### src/rtl/mdu_pkg.sv
// Shared types for the multicycle multiply/divide unit: operation codes, FSM states
// and operation classification helpers.
package mdu_pkg;

    typedef enum logic [1:0] {
        MDU_MULT  = 2'b00,
        MDU_MULTU = 2'b01,
        MDU_DIV   = 2'b10,
        MDU_DIVU  = 2'b11
    } mdu_op_t;

    typedef enum logic [1:0] {
        IDLE = 2'b00,
        CALC = 2'b01,
        FIX  = 2'b10,
        DONE = 2'b11
    } mdu_state_t;

    function automatic logic is_signed(input mdu_op_t op);
        return (op == MDU_MULT) || (op == MDU_DIV);
    endfunction

    function automatic logic is_div(input mdu_op_t op);
        return (op == MDU_DIV) || (op == MDU_DIVU);
    endfunction

endpackage

### src/rtl/mult_div_unit.sv
// Multicycle MULT/MULTU/DIV/DIVU unit: shift-add multiply and restoring divide on magnitudes,
// sign fix-up in a final cycle, results held in HI/LO until the next accepted request.
module mult_div_unit
    import mdu_pkg::*;
#(
    parameter int WIDTH = 32
) (
    input  logic             clock,
    input  logic             reset,
    input  logic             start,
    input  mdu_op_t          op,
    input  logic [WIDTH-1:0] a,
    input  logic [WIDTH-1:0] b,
    output logic             busy,
    output logic             done,
    output logic             div_zero,
    output logic [WIDTH-1:0] hi,
    output logic [WIDTH-1:0] lo
);

    localparam int CNT_W = $clog2(WIDTH) + 1;

    mdu_state_t         state_q, state_d;
    logic [CNT_W-1:0]   cnt_q, cnt_d;
    // Mult: {carry, product-hi, multiplier/product-lo}. Div: {0, remainder, dividend/quotient}.
    logic [2*WIDTH:0]   work_q, work_d;
    logic [WIDTH-1:0]   opnd_q, opnd_d;
    logic               is_div_q, is_div_d;
    logic               neg_q, neg_d;
    logic               rem_neg_q, rem_neg_d;
    logic               div_zero_q, div_zero_d;
    logic [WIDTH-1:0]   hi_q, hi_d, lo_q, lo_d;

    logic [WIDTH-1:0]   abs_a, abs_b;
    logic [WIDTH:0]     mul_sum, rem_sh, trial;
    logic [2*WIDTH-1:0] prod_fix;
    logic [WIDTH-1:0]   quot_fix, rem_fix;

    // MIN_INT negates to itself, which read as unsigned is exactly its magnitude.
    assign abs_a = (is_signed(op) && a[WIDTH-1]) ? -a : a;
    assign abs_b = (is_signed(op) && b[WIDTH-1]) ? -b : b;

    assign mul_sum = work_q[2*WIDTH:WIDTH] + {1'b0, opnd_q};
    assign rem_sh  = work_q[2*WIDTH-1:WIDTH-1];
    assign trial   = rem_sh - {1'b0, opnd_q};

    assign prod_fix = neg_q     ? -work_q[2*WIDTH-1:0]     : work_q[2*WIDTH-1:0];
    assign quot_fix = neg_q     ? -work_q[WIDTH-1:0]       : work_q[WIDTH-1:0];
    assign rem_fix  = rem_neg_q ? -work_q[2*WIDTH-1:WIDTH] : work_q[2*WIDTH-1:WIDTH];

    always_comb begin
        state_d    = state_q;
        cnt_d      = cnt_q;
        work_d     = work_q;
        opnd_d     = opnd_q;
        is_div_d   = is_div_q;
        neg_d      = neg_q;
        rem_neg_d  = rem_neg_q;
        div_zero_d = div_zero_q;
        hi_d       = hi_q;
        lo_d       = lo_q;
        case (state_q)
            IDLE: begin
                if (start) begin
                    is_div_d   = is_div(op);
                    neg_d      = is_signed(op) & (a[WIDTH-1] ^ b[WIDTH-1]);
                    rem_neg_d  = is_signed(op) & a[WIDTH-1];
                    div_zero_d = 1'b0;
                    cnt_d      = CNT_W'(WIDTH - 1);
                    if (is_div(op)) begin
                        work_d = {1'b0, {WIDTH{1'b0}}, abs_a};
                        opnd_d = abs_b;
                    end else begin
                        work_d = {1'b0, {WIDTH{1'b0}}, abs_b};
                        opnd_d = abs_a;
                    end
                    if (is_div(op) && (b == '0)) begin
                        div_zero_d = 1'b1;
                        state_d    = DONE;
                    end else begin
                        state_d    = CALC;
                    end
                end
            end
            CALC: begin
                if (is_div_q) begin
                    // A set top bit means the trial subtraction went negative: restore.
                    if (!trial[WIDTH]) begin
                        work_d = {1'b0, trial[WIDTH-1:0], work_q[WIDTH-2:0], 1'b1};
                    end else begin
                        work_d = {1'b0, rem_sh[WIDTH-1:0], work_q[WIDTH-2:0], 1'b0};
                    end
                end else if (work_q[0]) begin
                    work_d = {1'b0, mul_sum, work_q[WIDTH-1:1]};
                end else begin
                    work_d = {1'b0, work_q[2*WIDTH:1]};
                end
                if (cnt_q == '0) begin
                    state_d = FIX;
                end else begin
                    cnt_d = cnt_q - 1'b1;
                end
            end
            FIX: begin
                if (is_div_q) begin
                    hi_d = rem_fix;
                    lo_d = quot_fix;
                end else begin
                    {hi_d, lo_d} = prod_fix;
                end
                state_d = DONE;
            end
            DONE: state_d = IDLE;
            default: state_d = IDLE;
        endcase
    end

    always_ff @(posedge clock or posedge reset) begin
        if (reset) begin
            state_q    <= IDLE;
            cnt_q      <= '0;
            work_q     <= '0;
            opnd_q     <= '0;
            is_div_q   <= 1'b0;
            neg_q      <= 1'b0;
            rem_neg_q  <= 1'b0;
            div_zero_q <= 1'b0;
            hi_q       <= '0;
            lo_q       <= '0;
        end else begin
            state_q    <= state_d;
            cnt_q      <= cnt_d;
            work_q     <= work_d;
            opnd_q     <= opnd_d;
            is_div_q   <= is_div_d;
            neg_q      <= neg_d;
            rem_neg_q  <= rem_neg_d;
            div_zero_q <= div_zero_d;
            hi_q       <= hi_d;
            lo_q       <= lo_d;
        end
    end

    assign busy     = (state_q != IDLE);
    assign done     = (state_q == DONE);
    assign div_zero = div_zero_q;
    assign hi       = hi_q;
    assign lo       = lo_q;

endmodule

### config.mk
export PLATFORM = sky130hd
export DESIGN_NAME = mult_div_unit
export DESIGN_NICKNAME = d
export VERILOG_FILES = /design/src/rtl/mdu_pkg.sv /design/src/rtl/mult_div_unit.sv
export SDC_FILE = /design/constraint.sdc
export NUM_CORES = 1
export LEC_CHECK = 0
export ABC_CLOCK_PERIOD_IN_PS = 7000
export CAP_MARGIN = 20
export CORE_MARGIN = 2
export CORE_UTILIZATION = 45
export CTS_BUF_LIST = sky130_fd_sc_hd__clkbuf_4
export CTS_CLUSTER_DIAMETER = 150
export CTS_CLUSTER_SIZE = 12
export DETAILED_ROUTE_END_ITERATION = 7
export PLACE_DENSITY = 0.64
export RECOVER_POWER = 25
export SLEW_MARGIN = 40
export SYNTH_ARGS = -nofsm -noshare
export SYNTH_HDL_FRONTEND = slang
export SYNTH_SLANG_ARGS = --single-unit
### constraint.sdc
create_clock -name clock -period 7 [get_ports clock]
set_input_delay 0.7 -clock clock [delete_from_list [all_inputs] [get_ports clock]]
set_output_delay 0.7 -clock clock [all_outputs]
set_load 0.01 [all_outputs]
== Word level (Yosys, flattened, before mapping) ==
Cells that the tools add are included.
W data, S select, Z words.
Word-level totals
  flip-flop bits (word level): 173
  output and inout port bits: 67
  input port bits: 69
  logic and storage cells: 66
Operators by class
  equality and inequality tests: 8
  multiplexer cells: 22
  reductions and logical operators: 15
  $add $sub $neg: 8
  bitwise gates (word level): 3
Operator list (count)
  $mux W32: 8
  $mux W64: 3
  $mux W65: 2
  $pmux W65 S2: 1
  $neg A32 Y32: 4
  $neg A64 Y64: 1
  $add A33 B32 Y33: 1
  $sub A33 B32 Y33: 1
  $logic_not A32 Y1: 1
  $mux W6: 2
  $pmux W6 S2: 1
  $eq A2 B2 Y1 const B: 4
  $pmux W2 S4: 1
  $logic_not A6 Y1: 1
  $mux W2: 3
  $ne A2 B2 Y1 const B: 3
  $reduce_and A2 Y1: 3
  $sub A6 B1 Y6 const B: 1
  $logic_not A2 Y1: 2
  $reduce_bool A2 Y1: 2
  $logic_and A1 B1 Y1: 3
  $reduce_and A3 Y1: 1
  $and A1 B1 Y1: 2
  $eq A2 B1 Y1 const B: 1
  3 further kinds: 4

== Logic depth before layout (Yosys ltp) ==
Gate-level depths: netlist of run 1.
  word-level depth: 7
  depth in mapped cells: 14
  gate-level depth less buffers: 12

== Worst setup path before layout of run 1 ==
No wires, ideal clock.
  path kind: reg2reg
  start: reg work_q[31]
  end: reg work_q[44]
  library setup time: 0.134 ns
  period minus slack after synthesis: 3.117 ns
  data arrival time: 2.983 ns
  cell stages (with the launch flop): 13
  slack: 3.883 ns
  path through: dfrtp_1 inv_1 ha_1 fa_1 nand2b_1 a21oi_1 o21ai_0 a21oi_1 o21ai_1 xnor2_1 mux2_2 a32oi_1 o31ai_1
Between the ends
  word-level cells in the longest chain between the ends: 4
Ends and longest elaborated chain
  from (decl): RTL line mult_div_unit.sv:26  | logic [2*WIDTH:0] work_q, work_d;
  from (signal assigned): RTL line mult_div_unit.sv:133  | work_q <= work_d;
  $sub A33 B32 Y33: RTL line mult_div_unit.sv:45  | assign trial = rem_sh - {1'b0, opnd_q};
  $mux W64: RTL line mult_div_unit.sv:88  | if (!trial[WIDTH]) begin
  $mux W65: RTL line mult_div_unit.sv:86  | if (is_div_q) begin
  $pmux W65 S2: RTL line mult_div_unit.sv:62  | case (state_q)
No other way between the ends.
A chain may end at the register's enable or synchronous reset.

== Final worst setup path of run 1 ==
  start: reg work_q[31]
  end: reg work_q[35]
The elaborated chain is that of the path after synthesis.

==> flow_metrics.py, run 1 <==
metrics = {
    "clocking": {
        "cts_made_buffers": 17,
        "cts.repair.resized": 0,
        "ctsHoldBuffers": 0,
        "cts_root_buf": "clkbuf_4",
        "clk_latency_ns": 0.62,
        "h-tree-depth": 4,
        "clk_path_buf_depth": 2,
        "cts_setup_buffers": 0,
        "cts_tree": "yes",
        "clock-sinks": 172,
        "path_clk_slew_ns": 0.18,
    },
    "placement": {
        "dp_hpwl_um": 36700,
        "placed_cell_area_sq_um": 16300,
        "port_buffers": 135,
        "routabilityCongestion": 0.995,
        "dp_cells": 2307,
    },
    "yosys": {
        "synth_compound_area_share_pct": 25.7,
        "synth_mux_area_share_pct": 5.17,
        "ys_seq_area_share_pct": 29.2,
        "synth-seq-cells": 172,
        "synth_top_family_by_area": "compound AO/OA/AOI/OAI gates",
        "avgSynthCellArea_sq_um": 8.07,
        "synth_cells": 1828,
        "synth_edf_count": 0,
        "synth_top_flop_cell": "dfrtp_1",
        "ys.warnings.count": 0,
        "synth_area_sq_um": 14700,
        "synth_simple_gate_area_share_pct": 17.9,
        "synthArstFlopShare_pct": 100,
        "ys_types": 81,
        "synth-xor-area-share_pct": 10.5,
        "synthAdderAreaFrac_pct": 6.63,
        "synth_nets": 1974,
    },
    "grt": {
        "antenna_found_initial": 3,
        "use_met3_pct": 4.70,
        "grt_pass1_vias": 13400,
        "busiest_layer": "met2",
        "grt_usage_pct": 28.3,
        "grt_pass1_wl_um": 74800,
        "use_met1_pct": 40.2,
        "grt_max_degree": 109,
        "overflow": 0,
        "use_met2_pct": 42.8,
    },
    "die": {
        "floorplan.rows": 66,
        "fp.dieArea_sq_um": 34200,
        "ioPinCount": 136,
        "fp.dieH_um": 185,
        "coreArea_sq_um": 32400,
        "die_w_um": 185,
        "initial_core_util_pct": 45.6,
    },
    "timing": {
        "max_freq_mhz": 222,
        "max_slew_margin_pct": -111,
        "rsz0062_at_grt": "no",
        "finalHoldViolations": 0,
        "fin_tns_setup_ns": 0,
        "fin_crit_sh_pct": 64.3,
        "worst_slew_pin_slew_ns": 3.14,
        "setup_viol_count_final": 0,
        "slew_violations": 85,
        "post-route-min-period_ns": 4.50,
        "skew_ns": 0.0348,
    },
    "final_layout": {
        "final_util_pct": 51.4,
        "final_area_sq_um": 16600,
        "fillers": 3169,
        "final_nets": 2031,
        "layout.cells.non_filler": 2341,
        "syn_to_final_growth_pct": 12.9,
        "drive_gt1_share_pct": 7.01,
    },
    "job": {
        "cap_violations": 2,
    },
    "pwr": {
        "p_per_area_nw_per_um2": 481,
        "power.total_mw": 8.00,
        "leakage_nw": 6.94,
        "ir_drop_mv": 0.271,
    },
    "route": {
        "wl_um": 48600,
        "drc": 0,
        "first_pass_iters": 6,
        "drt_iter0_markers": 1466,
        "wl_per_cell_um": 20.8,
        "viasPerCell": 6.07,
        "vias": 14200,
        "ant_nets": 0,
    },
    "worst_hold_path": {
        "min-delay-start": "hi[27]$_DFFE_PP0P_",
        "hold_path.class": "reg2reg",
        "hold_depth": 1,
        "whs_endpoint": "hi[27]$_DFFE_PP0P_",
    },
    "critical_path": {
        "r2r_end": "work_q[35]$_DFFE_PP0P_",
        "timing.rr.start": "work_q[31]$_DFFE_PP0P_",
        "critPathKind": "reg2reg",
        "r2r_cells": 13,
        "arrival_ns": 5.03,
        "reg2reg_slack_ns": 2.50,
        "crit_required_ns": 7.53,
        "end_kind": "flop",
        "start_kind": "flop",
        "worstPathMaxFanout": 24,
    },
    "status": {
        "violations": "max-capacitance violations, max-slew violations",
        "status": "finished with violations",
    },
}
==> stage by stage <==
step / hold WS, ns / setup slack, ns
after floorplan: 0.475 / 1.64
final: 0.528 / 2.50
after global placement: 0.483 / 2.45
after CTS: 0.529 / 2.57
after global routing: 0.550 / 2.30
after detailed placement: 0.481 / 2.59
==> Yosys cell counts (5+ instances only) <==
cell type / instances / area (sq um)
buf_2: 10 / 50.1
a31oi_1: 23 / 144
o31a_1: 5 / 43.8
or4_1: 12 / 90.1
o221ai_1: 7 / 61.3
mux2i_1: 30 / 300
or3_1: 17 / 106
nor4_1: 12 / 75.1
a21o_1: 29 / 218
o311ai_0: 6 / 52.6
o41ai_1: 13 / 114
o31ai_1: 21 / 158
nor3_1: 45 / 225
nor2b_1: 16 / 100
a22oi_1: 5 / 37.5
and3_1: 9 / 56.3
nand4_1: 15 / 93.8
or2_2: 7 / 43.8
nand2b_1: 13 / 81.3
a211oi_1: 27 / 203
clkbuf_1: 88 / 330
buf_6: 6 / 67.6
a21oi_1: 205 / 1030
a221oi_1: 6 / 52.6
o21ai_0: 135 / 676
ha_1: 75 / 938
o211ai_1: 27 / 203
nor2_1: 172 / 646
o21a_1: 9 / 67.6
a211o_1: 6 / 52.6
a22o_1: 8 / 70.1
buf_1: 8 / 30.0
o21bai_1: 7 / 52.6
dfrtp_1: 172 / 4300
nor3b_1: 6 / 45.0
mux2_2: 41 / 462
nand2_1: 172 / 646
nand3_1: 25 / 125
a32o_1: 18 / 180
xor2_1: 102 / 893
inv_1: 65 / 244
xnor2_1: 74 / 648
and2_1: 9 / 56.3
==> critical path, stage by stage (launching register included) <==
cell	delay, ns
dfrtp_1	0.45
inv_1	0.13
ha_1	0.26
fa_1	0.39
nand2b_1	0.21
a21oi_1	0.31
o21ai_0	0.25
a21oi_1	0.41
o21ai_1	0.38
xor2_4	0.63
buf_4	0.40
a211oi_1	0.08
a211o_1	0.28
a32o_1	0.25
==> logic make-up (layout without fill, tap and decap cells) <==
kind of cell               Yosys count  in the layout
and+or+nand+nor                    553            553
muxes                               71             71
other                                0              1
xor gates and xnor gates           176            176
DFF                                172            172
buffers and inverters              180            250
AOI/OAI and AO/OA                  599            599
adders and majority gates           77             77
==> layout make-up <==
type / instances / area [sq um] / share of cell area (%)
Clock buffer: 17 / 128 / 0.767
Timing Repair Buffer: 152 / 1490 / 8.97
Multi-Input combinational cell: 1476 / 9770 / 58.7
Tap cell: 442 / 553 / 3.32
Inverter: 66 / 249 / 1.50
Clock inverter: 15 / 153 / 0.917
Antenna cell: 1 / 2.50 / 0.0150
Sequential cell: 172 / 4310 / 25.9
==> report_power, final <==
part / internal [mW] / switching, mW / leakage, nW
Combinational: 2.18 / 3.15 / 4.72
Clock: 0.160 / 0.442 / 0.141
Sequential: 1.42 / 0.646 / 2.07
Total: 3.76 / 4.24 / 6.94
==> state kept, by name, indices dropped and copies added (netlist names) <==
register / flops
state_q: 2
div_zero: 1
hi: 32
opnd_q: 32
work_q: 64
neg_q: 1
cnt_q: 6
lo: 32
is_div_q: 1
rem_neg_q: 1
==> cell usage in the layout, fill, tap and decap left out, drive strengths merged, types with 16 or more instances in the layout <==
master,netlist,final
buf,25,17
a32o,18,18
a21oi,206,206
dfrtp,172,172
mux2,41,41
or4,16,16
a31oi,23,23
o31ai,23,23
inv,66,71
a21o,29,29
clkdlybuf4s50,0,133
xnor2,74,74
mux2i,30,30
clkbuf,89,18
nand2,172,172
nor3,45,45
nand3,27,27
o21ai,139,139
ha,75,75
a211oi,27,27
xor2,102,102
nor2b,16,16
or3,19,19
nor2,173,173
o211ai,27,27
==> worst max-delay path by stage <==
stage,startpoint,end,slack [ns],cells past startpoint
after floorplan,reset,cnt_q[0]$_DFFE_PP0P_,1.64,1
after global placement,work_q[31]$_DFFE_PP0P_,work_q[35]$_DFFE_PP0P_,2.45,13
after detailed placement,work_q[31]$_DFFE_PP0P_,work_q[35]$_DFFE_PP0P_,2.59,13
after CTS,work_q[31]$_DFFE_PP0P_,work_q[35]$_DFFE_PP0P_,2.57,13
after global routing,work_q[31]$_DFFE_PP0P_,work_q[35]$_DFFE_PP0P_,2.30,13
final,work_q[31]$_DFFE_PP0P_,work_q[35]$_DFFE_PP0P_,2.50,13
==> routing by layer <==
metal / share of wire, % / vias up
li1: - / 6732
met3: 7.7 / 113
met4: 3.6 / 2
met5: 0.027 / -
met1: 45 / 6785
met2: 44 / 580
Power figures use the tool's default switching activity.
==> inputs of run 2 (changes only) <==
ABC_CLOCK_PERIOD_IN_PS = 3700   (was 7000)
PLACE_DENSITY = 0.66   (was 0.64)
clock period = 3.7 ns   (was 7 ns; I/O delays follow)
==> run 2 against run 1 <==
Global-route usage up 0.67 points. Final area grew 4.7%. Die area is the same. Largest cell class unchanged. Maximum frequency increased by 31%. Combinational power up 110%. The flow still finishes with violations (max-capacitance violations, max-slew violations). Core utilization rose by 2.4 points. Non-clock buffer count grew 91. Hold slack got worse by 0.15 ns. Routed wire length increased by 2.2%.
==> flow_metrics.py, run 2 (synthesized netlist as in run 1, its figures left out) <==
metrics = {
    "die": {
        "floorplan.rows": 66,
        "coreArea_sq_um": 32400,
        "die_w_um": 185,
        "fp.dieH_um": 185,
        "fp.dieArea_sq_um": 34200,
        "ioPinCount": 136,
        "initial_core_util_pct": 45.6,
    },
    "pwr": {
        "leakage_nw": 7.43,
        "power.total_mw": 16.0,
        "ir_drop_mv": 0.404,
        "p_per_area_nw_per_um2": 916,
    },
    "clocking": {
        "cts_setup_buffers": 0,
        "cts_root_buf": "clkbuf_4",
        "clk_latency_ns": 0.62,
        "path_clk_slew_ns": 0.17,
        "cts_made_buffers": 17,
        "clk_path_buf_depth": 2,
        "cts_tree": "yes",
        "h-tree-depth": 4,
        "clock-sinks": 172,
    },
    "route": {
        "wl_um": 49700,
        "ant_nets": 0,
        "wl_per_cell_um": 20.4,
        "drc": 0,
        "first_pass_iters": 7,
        "viasPerCell": 5.99,
        "drt_iter0_markers": 1351,
        "vias": 14600,
    },
    "placement": {
        "routabilityCongestion": 0.932,
        "dp_hpwl_um": 38800,
        "dp_cells": 2397,
        "place_ws_ns": 0.182,
        "port_buffers": 135,
    },
    "critical_path": {
        "start_kind": "flop",
        "critPathTopFamily": "compound AO/OA/AOI/OAI gates",
        "arrival_ns": 3.95,
        "r2r_cells": 11,
        "slowest_stage": "dfrtp_1",
        "critPathKind": "reg2reg",
        "crit_top_cell": "a21oi_1",
        "crit_required_ns": 4.22,
        "end_kind": "flop",
        "slowest_delay_ns": 0.60,
        "critPathBufInv": 1,
        "crit_chain": "inv_1, fa_1, nor2b_1, o2111ai_1, a21oi_1, o311ai_0, nand3_1, a211o_1, a21oi_1, o31a_1, a311oi_1",
        "cp.depth": 11,
        "reg2reg_slack_ns": 0.27,
        "worstPathMaxFanout": 9,
    },
    "grt": {
        "grt_max_degree": 78,
        "overflow": 0,
        "antenna_found_initial": 1,
        "grt_pass1_vias": 13600,
        "grt_usage_pct": 29.0,
        "grt_pass1_wl_um": 76600,
    },
    "final_layout": {
        "final_cell_mix": "a21oi_1, nor2_1, nand2_1, dfrtp_1, o21ai_0",
        "final_common_cell": "a21oi_1",
        "largest_reg_flops": 64,
        "syn_to_final_growth_pct": 18.1,
        "seqCellArea_sq_um": 4310,
        "final_nets": 2122,
        "multi_input_area_sq_um": 9770,
        "layout.cells.non_filler": 2432,
        "fillers": 3096,
        "regMostFlops": "work_q",
        "drive_gt1_share_pct": 11.1,
    },
    "timing": {
        "fin_crit_sh_pct": 92.6,
        "fin_tns_setup_ns": 0,
        "slew_violations": 76,
        "worst_slew_pin_slew_ns": 2.03,
        "setup_viol_count_final": 0,
        "skew_ns": 0.0333,
        "fin_ws_ns": 0.272,
        "max_slew_margin_pct": -35.6,
        "post-route-min-period_ns": 3.43,
        "rsz0062_at_grt": "no",
        "max_freq_mhz": 292,
        "finalHoldViolations": 0,
    },
    "job": {
        "cap_violations": 2,
    },
    "status": {
        "status": "finished with violations",
        "violations": "max-capacitance violations, max-slew violations",
    },
    "worst_hold_path": {
        "hold_path.class": "in2reg",
        "hold_depth": 3,
    },
}
==> run 2: cell types whose count changed in the layout (fill, tap and decap cells not counted), moves of 3 or more <==
| cell | delta |
|---|---|
| clkbuf_1 | +3 |
| bufinv_16 | +3 |
| clkinvlp_4 | -3 |
| buf_12 | +3 |
| buf_6 | -3 |
| inv_6 | +4 |
| buf_4 | +88 |
==> run 2: worst reg2reg max path, cell delays in order, from the launching register on <==
cell	delay (ns)
dfrtp_1	0.60
inv_1	0.21
fa_1	0.47
nor2b_1	0.28
o2111ai_1	0.20
a21oi_1	0.31
o311ai_0	0.27
nand3_1	0.21
a211o_1	0.18
a21oi_1	0.09
o31a_1	0.29
a311oi_1	0.26
==> run 2: cell type report <==
class | count | area share, %
multi-input cells | 1476 | 56.1
flip-flops and latches | 172 | 24.7
repair buffers | 243 | 12.6
well taps | 442 | 3.17
inverters | 66 | 1.43
clock inverters | 15 | 1.26
clock buffers | 17 | 0.732
diodes | 1 | 0.0144
==> run 2: worst paths after layout <==
kind,startpoint,end
hold reg to reg,hi[18]$_DFFE_PP0P_,hi[18]$_DFFE_PP0P_
max in group asynchronous,reset,work_q[23]$_DFFE_PP0P_
setup / recovery,work_q[33]$_DFFE_PP0P_,work_q[63]$_DFFE_PP0P_
min in group asynchronous,reset,hi[22]$_DFFE_PP0P_
hold / removal,op[1],opnd_q[20]$_DFFE_PP0P_
setup reg to reg,work_q[33]$_DFFE_PP0P_,work_q[63]$_DFFE_PP0P_
==> run 2: power breakdown <==
part | internal (mW) | total, mW | switching [mW] | leakage, nW
clock | 0.507 | 1.33 | 0.822 | 0.181
combinational | 4.64 | 11.0 | 6.37 | 5.17
sequential | 2.70 | 3.61 | 0.917 | 2.07
==> run 2: per-stage QoR <==
stage          area, sq um  util [%]  hold slack (ns)
2_1_floorplan        14800         -            0.466
3_3_place_gp         17000      52.6            0.490
3_5_place_dp         17100      52.8            0.495
4_1_cts              17400      53.9            0.329
5_1_grt              17400      53.8            0.395
6_report             17400      53.8            0.379
==> run 2: layer usage <==
layer | part of all wire (%) | track usage [%]
met1 | 45 | 41.0
met2 | 45 | 45.8
met3 | 6.9 | 3.30
met4 | 2.9 | 10.2
met5 | 0 | 0
==> run 2: timing repair <==
| item | CTS | global route |
|---|---|---|
| hold buffers | 1 | 0 |
| gates resized for setup | 0 | 6 |
| hold endpoints to repair | 3 | 0 |
| endpoints found under the setup margin | 0 | 31 |
